<file path="config.mk">
export PLATFORM = sky130hd
export DESIGN_NAME = axil_slave_regs
export DESIGN_NICKNAME = d
export VERILOG_FILES = /design/src/rtl/axil_slave_regs.sv
export SDC_FILE = /design/constraint.sdc
export NUM_CORES = 1
export LEC_CHECK = 0
export CAP_MARGIN = 10
export CORE_ASPECT_RATIO = 0.75
export CORE_MARGIN = 5
export CORE_UTILIZATION = 51
export CTS_CLUSTER_SIZE = 24
export DETAILED_ROUTE_END_ITERATION = 8
export GPL_TIMING_DRIVEN = 1
export MAX_ROUTING_LAYER = met4
export PLACE_DENSITY_LB_ADDON = 0.3
export SLEW_MARGIN = 20
export SYNTH_ARGS = -nofsm -noshare
export SYNTH_HDL_FRONTEND = slang
export SYNTH_SLANG_ARGS = --single-unit
</file>
<file path="constraint.sdc">
create_clock -name ACLK -period 3.2 [get_ports ACLK]
set_input_delay 0.64 -clock ACLK [delete_from_list [all_inputs] [get_ports ACLK]]
set_output_delay 0.64 -clock ACLK [all_outputs]
set_load 0.02 [all_outputs]
</file>
<file path="src/rtl/axil_slave_regs.sv">
`default_nettype none
// ============================================================================
// Module   : axil_slave_regs
// Brief    : AXI4-Lite slave with CTRL, six SCRATCH words and a read-only
//            STATUS word. Optional macro AXIL_SLAVE_REGS_SLVERR_EN makes
//            out-of-range accesses answer SLVERR instead of OKAY.
// Revision : 1.0
// ============================================================================
module axil_slave_regs #(
  parameter int          ADDR_WIDTH = 32,
  parameter logic [31:0] CTRL_RESET = 32'h0000_0000
) (
  input  logic                  ACLK,
  input  logic                  ARESETN,
  input  logic [ADDR_WIDTH-1:0] S_AXI_AWADDR,
  input  logic [3:0]            S_AXI_AWCACHE,
  input  logic [2:0]            S_AXI_AWPROT,
  input  logic                  S_AXI_AWVALID,
  output logic                  S_AXI_AWREADY,
  input  logic [31:0]           S_AXI_WDATA,
  input  logic [3:0]            S_AXI_WSTRB,
  input  logic                  S_AXI_WVALID,
  output logic                  S_AXI_WREADY,
  output logic                  S_AXI_BVALID,
  input  logic                  S_AXI_BREADY,
  output logic [1:0]            S_AXI_BRESP,
  input  logic [ADDR_WIDTH-1:0] S_AXI_ARADDR,
  input  logic [3:0]            S_AXI_ARCACHE,
  input  logic [2:0]            S_AXI_ARPROT,
  input  logic                  S_AXI_ARVALID,
  output logic                  S_AXI_ARREADY,
  output logic [31:0]           S_AXI_RDATA,
  output logic [1:0]            S_AXI_RRESP,
  output logic                  S_AXI_RVALID,
  input  logic                  S_AXI_RREADY,
  output logic [31:0]           CTRL_OUT,
  input  logic [31:0]           STATUS_IN
);

  localparam logic [1:0] RESP_OKAY = 2'b00;
`ifdef AXIL_SLAVE_REGS_SLVERR_EN
  localparam logic [1:0] RESP_OOR  = 2'b10;
`else
  localparam logic [1:0] RESP_OOR  = 2'b00;
`endif
  localparam logic [2:0] STATUS_IDX = 3'd7;

  typedef enum logic [1:0] {W_IDLE, W_PART, W_COMMIT, W_RESP} w_state_e;
  typedef enum logic {R_IDLE, R_DATA} r_state_e;

  w_state_e              w_state_q, w_state_d;
  r_state_e              r_state_q, r_state_d;
  logic                  aw_full_q, aw_full_d;
  logic [ADDR_WIDTH-1:0] aw_addr_q, aw_addr_d;
  logic                  w_full_q, w_full_d;
  logic [31:0]           w_data_q, w_data_d;
  logic [3:0]            w_strb_q, w_strb_d;
  logic [1:0]            bresp_q, bresp_d;
  logic                  awready_q, awready_d;
  logic                  wready_q, wready_d;
  logic                  arready_q, arready_d;
  logic [31:0]           rdata_q, rdata_d;
  logic [1:0]            rresp_q, rresp_d;
  // Entry 7 is never written; STATUS reads come from STATUS_IN instead.
  logic [31:0]           regs_q [8];
  logic [31:0]           regs_d [8];

  logic                  bvalid_now;
  logic                  bvalid_next;
  logic                  rvalid_now;
  logic                  rvalid_next;
  logic                  aw_in_range;
  logic                  ar_in_range;
  logic [2:0]            aw_idx;
  logic [2:0]            ar_idx;
  logic                  unused_bits;

  assign bvalid_now  = (w_state_q == W_RESP);
  assign rvalid_now  = (r_state_q == R_DATA);
  assign aw_in_range = (aw_addr_q[ADDR_WIDTH-1:5] == '0);
  assign ar_in_range = (S_AXI_ARADDR[ADDR_WIDTH-1:5] == '0);
  assign aw_idx      = aw_addr_q[4:2];
  assign ar_idx      = S_AXI_ARADDR[4:2];
  assign unused_bits = ^{S_AXI_AWCACHE, S_AXI_AWPROT, S_AXI_ARCACHE,
                         S_AXI_ARPROT, aw_addr_q[1:0], S_AXI_ARADDR[1:0]};

  // Write path: two single-entry slots, commit once both hold data and no
  // B response is outstanding.
  always_comb begin
    aw_full_d   = aw_full_q;
    aw_addr_d   = aw_addr_q;
    w_full_d    = w_full_q;
    w_data_d    = w_data_q;
    w_strb_d    = w_strb_q;
    bresp_d     = bresp_q;
    bvalid_next = bvalid_now;
    regs_d      = regs_q;

    if (bvalid_now && S_AXI_BREADY) begin
      bvalid_next = 1'b0;
    end

    if (w_state_q == W_COMMIT) begin
      aw_full_d   = 1'b0;
      w_full_d    = 1'b0;
      bvalid_next = 1'b1;
      bresp_d     = aw_in_range ? RESP_OKAY : RESP_OOR;
      if (aw_in_range && (aw_idx != STATUS_IDX)) begin
        for (int i = 0; i < 4; i++) begin
          if (w_strb_q[i]) begin
            regs_d[aw_idx][8*i +: 8] = w_data_q[8*i +: 8];
          end
        end
      end
    end

    if (S_AXI_AWVALID && awready_q) begin
      aw_full_d = 1'b1;
      aw_addr_d = S_AXI_AWADDR;
    end
    if (S_AXI_WVALID && wready_q) begin
      w_full_d = 1'b1;
      w_data_d = S_AXI_WDATA;
      w_strb_d = S_AXI_WSTRB;
    end

    if (bvalid_next) begin
      w_state_d = W_RESP;
    end else if (aw_full_d && w_full_d) begin
      w_state_d = W_COMMIT;
    end else if (aw_full_d || w_full_d) begin
      w_state_d = W_PART;
    end else begin
      w_state_d = W_IDLE;
    end

    awready_d = ~aw_full_d;
    wready_d  = ~w_full_d;
  end

  // Read path: register file is sampled before any same-edge commit lands.
  always_comb begin
    rdata_d     = rdata_q;
    rresp_d     = rresp_q;
    rvalid_next = rvalid_now;

    if (rvalid_now && S_AXI_RREADY) begin
      rvalid_next = 1'b0;
    end
    if (S_AXI_ARVALID && arready_q) begin
      rvalid_next = 1'b1;
      if (ar_in_range) begin
        rresp_d = RESP_OKAY;
        rdata_d = (ar_idx == STATUS_IDX) ? STATUS_IN : regs_q[ar_idx];
      end else begin
        rresp_d = RESP_OOR;
        rdata_d = 32'h0;
      end
    end

    r_state_d = rvalid_next ? R_DATA : R_IDLE;
    arready_d = ~rvalid_next;
  end

  always_ff @(posedge ACLK or negedge ARESETN) begin
    if (!ARESETN) begin
      w_state_q <= W_IDLE;
      r_state_q <= R_IDLE;
      aw_full_q <= 1'b0;
      aw_addr_q <= '0;
      w_full_q  <= 1'b0;
      w_data_q  <= 32'h0;
      w_strb_q  <= 4'h0;
      bresp_q   <= RESP_OKAY;
      awready_q <= 1'b0;
      wready_q  <= 1'b0;
      arready_q <= 1'b0;
      rdata_q   <= 32'h0;
      rresp_q   <= RESP_OKAY;
      for (int i = 0; i < 8; i++) begin
        regs_q[i] <= 32'h0;
      end
      regs_q[0] <= CTRL_RESET;
    end else begin
      w_state_q <= w_state_d;
      r_state_q <= r_state_d;
      aw_full_q <= aw_full_d;
      aw_addr_q <= aw_addr_d;
      w_full_q  <= w_full_d;
      w_data_q  <= w_data_d;
      w_strb_q  <= w_strb_d;
      bresp_q   <= bresp_d;
      awready_q <= awready_d;
      wready_q  <= wready_d;
      arready_q <= arready_d;
      rdata_q   <= rdata_d;
      rresp_q   <= rresp_d;
      for (int i = 0; i < 8; i++) begin
        regs_q[i] <= regs_d[i];
      end
    end
  end

  assign S_AXI_AWREADY = awready_q;
  assign S_AXI_WREADY  = wready_q;
  assign S_AXI_BVALID  = bvalid_now;
  assign S_AXI_BRESP   = bresp_q;
  assign S_AXI_ARREADY = arready_q;
  assign S_AXI_RVALID  = rvalid_now;
  assign S_AXI_RDATA   = rdata_q;
  assign S_AXI_RRESP   = rresp_q;
  assign CTRL_OUT      = regs_q[0];

endmodule
`default_nettype wire
</file>
==> metrics.txt <==
grt ovf 0; worst-path cell chain nor4_1, nand4_4, or4_1, mux2_2; CTS buffer count 35; HP Class input pin to asynchronous set/reset pin; final hold vios 0; Synth area leader dfrtp_1; clock latency on the worst-skew pair just over 0.5 ns; Fin Hold WS about 0.096 ns; IO buf count 203; critical path's slowest cell or4_1; Syn Area/Cell 15.42 µm²; fin. max-slew vios 0; first-pass GRT wire length roughly 55000 µm; sequential fraction of the synthesis area 0.5526; TritonRoute pass-1 iters 5; top cells by area, synth dfrtp_1 (55%), mux2_2 (22%), mux4_2 (9.6%), nor4_4 (3.0%), mux2i_1 (2.1%); # setup viols final 0; VDD IR-drop max 0.0004370 V; synthesized instance count between 900 and 1000; CP endpoint kind register; GR peak layer met2; ANT nets after route 0; Core Footprint about 29000 µm²; crit-path max FO 17; Power Dens Cells just under 600 nW/µm²; largest net degree at the start of global routing just over 70; Ys Warns 0; Tmin final 2.800 ns; R2R depth 4; RePlAce Congestion slightly above 0.8; initial antenna violation count 1; Final Routed Wirelength around 35000 µm; routed len/inst around 22 µm; most numerous cell in the Yosys netlist dfrtp_1; met1 usage 0.3124; DR iter-0 viols between 300 and 400; Max Root-Sink Buffers 3; met2 usage in global routing 0.3359; final core utilization 0.6427; Post-CTS Setup Bufs 0; DRC viols 0; nets between 1000 and 1500; critical path class register to register; CTS H-tree depth 2; ys flop type dfrtp_1; layout cells sized above 1 0.4049; FFs w/ async S/R, synth 1.000; DIE AREA between 30000 and 40000 µm²; die width roughly 210 µm; #FFs+latches synth 330; most frequent cells after synthesis dfrtp_1 (330), mux2_2 (290), mux4_2 (64); Worst EP arrival ~3.2 ns; # IOs about 230; DP Cell Count approximately 1500; outcome complete, no violations; total power between 10 and 15 mW; post-synth top area share 0.5526; # hold bufs at CTS 0; Critical Path Max Stage Delay 0.94 ns; Sink Count between 300 and 400; CP Data Required Time 3.58 ns; vias per cell between 5 and 6; RSZ-0062 raised after global routing no; FP Rows 54; register area between 8000 and 9000 µm²; period utilization 0.8750; Post-DP HPWL roughly 23000 µm; setup TNS 0 ns; number of global-route vias before repair 9642; reg2reg start aw_addr_q[18]; All-Layer GR Usage 0.2204; Lkg Pwr ~8.7 nW; GR Util met3 0.04497; CTS clk-pin slew, worst paths around 0.06 ns; Initial Util 0.5155; Via Count between 8000 and 9000; Worst Clk Skew 0.01809 ns; Clock Tree Root clkbuf_16; Critical R2R Capture regs_q[91]; Tightest Pin Transition 0.6865 ns; reg2reg setup slack about 0.40 ns; FMAX ~360 MHz; Finished Layout Cells between 1500 and 2000; fillers 2145; Post-synth EDFFs 0; post-CTS sizing 0; Max-Cap Viols 0; chip height roughly 160 µm; slew margin rel. 0.5381; multi-input logic area between 6000 and 7000 µm²; P&R area growth vs syn 24.67%; Netlist cell types 27; TritonCTS clock tree built; Mapped Area between 10000 and 15000 µm²; Worst Setup Start Kind register
how the worst max path moves through the flow:
stage,startpoint,endpoint,slack (ns),cells past startpoint
2_1_floorplan,S_AXI_ARADDR[2],S_AXI_RDATA[10],1.02,5
3_3_place_gp,aw_addr_q[27],CTRL_OUT[26],0.44,4
3_5_place_dp,aw_addr_q[30],regs_q[62],0.38,4
4_1_cts,aw_addr_q[30],regs_q[62],0.39,4
5_1_grt,aw_addr_q[17],regs_q[62],0.26,4
6_report,aw_addr_q[18],regs_q[91],0.40,4
power by group:
part	leakage [nW]	internal, mW	switching [mW]
combinational	3.65	0.808	0.702
sequential	4.45	4.64	0.641
clock	0.590	2.52	1.62
sequential cells by signal, summed over array words and instances, names as in the netlist:
signal	flops
S_AXI_AWREADY	1
regs_q	192
w_full_q	1
S_AXI_RDATA	32
S_AXI_RVALID	1
CTRL_OUT	32
w_state_q	2
aw_full_q	1
aw_addr_q	30
S_AXI_WREADY	1
w_strb_q	4
w_data_q	32
S_AXI_ARREADY	1
cells in the final DEF (no fill, tap or decap), drive strengths merged:
master	synthesis	final
clkdlybuf4s50	0	199
buf	54	46
clkbuf	31	53
clkinv	0	4
conb	1	4
mux2i	32	32
or4	9	9
and2	2	2
o21ai	33	33
bufinv	0	2
or2	2	2
a21boi	1	1
nand3	15	15
nor4	32	32
nor3	2	2
nand2b	2	2
clkinvlp	0	1
diode	0	1
nor2b	6	6
dfrtp	330	330
mux4	64	64
nor2	1	1
nand2	55	55
mux2	290	290
nand4	2	2
inv	4	5
ha	1	1
metrics by stage:
| step | worst slack (ns) | area, µm² |
|---|---|---|
| floorplan | 1.024 | 14950 |
| global placement | 0.4425 | 17430 |
| detailed placement | 0.3823 | 17430 |
| CTS | 0.3877 | 18630 |
| global route | 0.2589 | 18630 |
| finish | 0.3999 | 18630 |
cells by family (layout without fill, tap and decap cells):
group           Yosys count  after routing  share of synthesized area
compound gates           34             34                    0.01156
fa+ha+maj                 1              1                  0.0008372
buf+inv                  89            310                    0.03324
flops                   330            330                     0.5526
mux                     386            386                     0.3364
other cells               1              5                  0.0002510
simple gates            128            128                    0.06506
layout make-up:
cell class	instances	share of cell area
sequential	330	0.4433
clock inverter	8	0.005172
inverter	4	0.0008060
antenna	1	0.0001343
clock buffer	53	0.05884
timing repair buffer	245	0.1316
tap	392	0.02633
multi-input combinational	553	0.3338
layer usage:
layer	wire, µm	vias to the layer above
met5	0	-
met4	633	0
met3	1745	52
met2	15750	209
met1	16500	4576
li1	-	3974
worst max-delay path: cells and delay by family, from the launching register on:
family / cells / cell delay [ns]
mux: 1 / 0.39
simple gates: 3 / 1.91
flops: 1 / 0.38
Note: power is estimated with default switching activity, not from simulation.
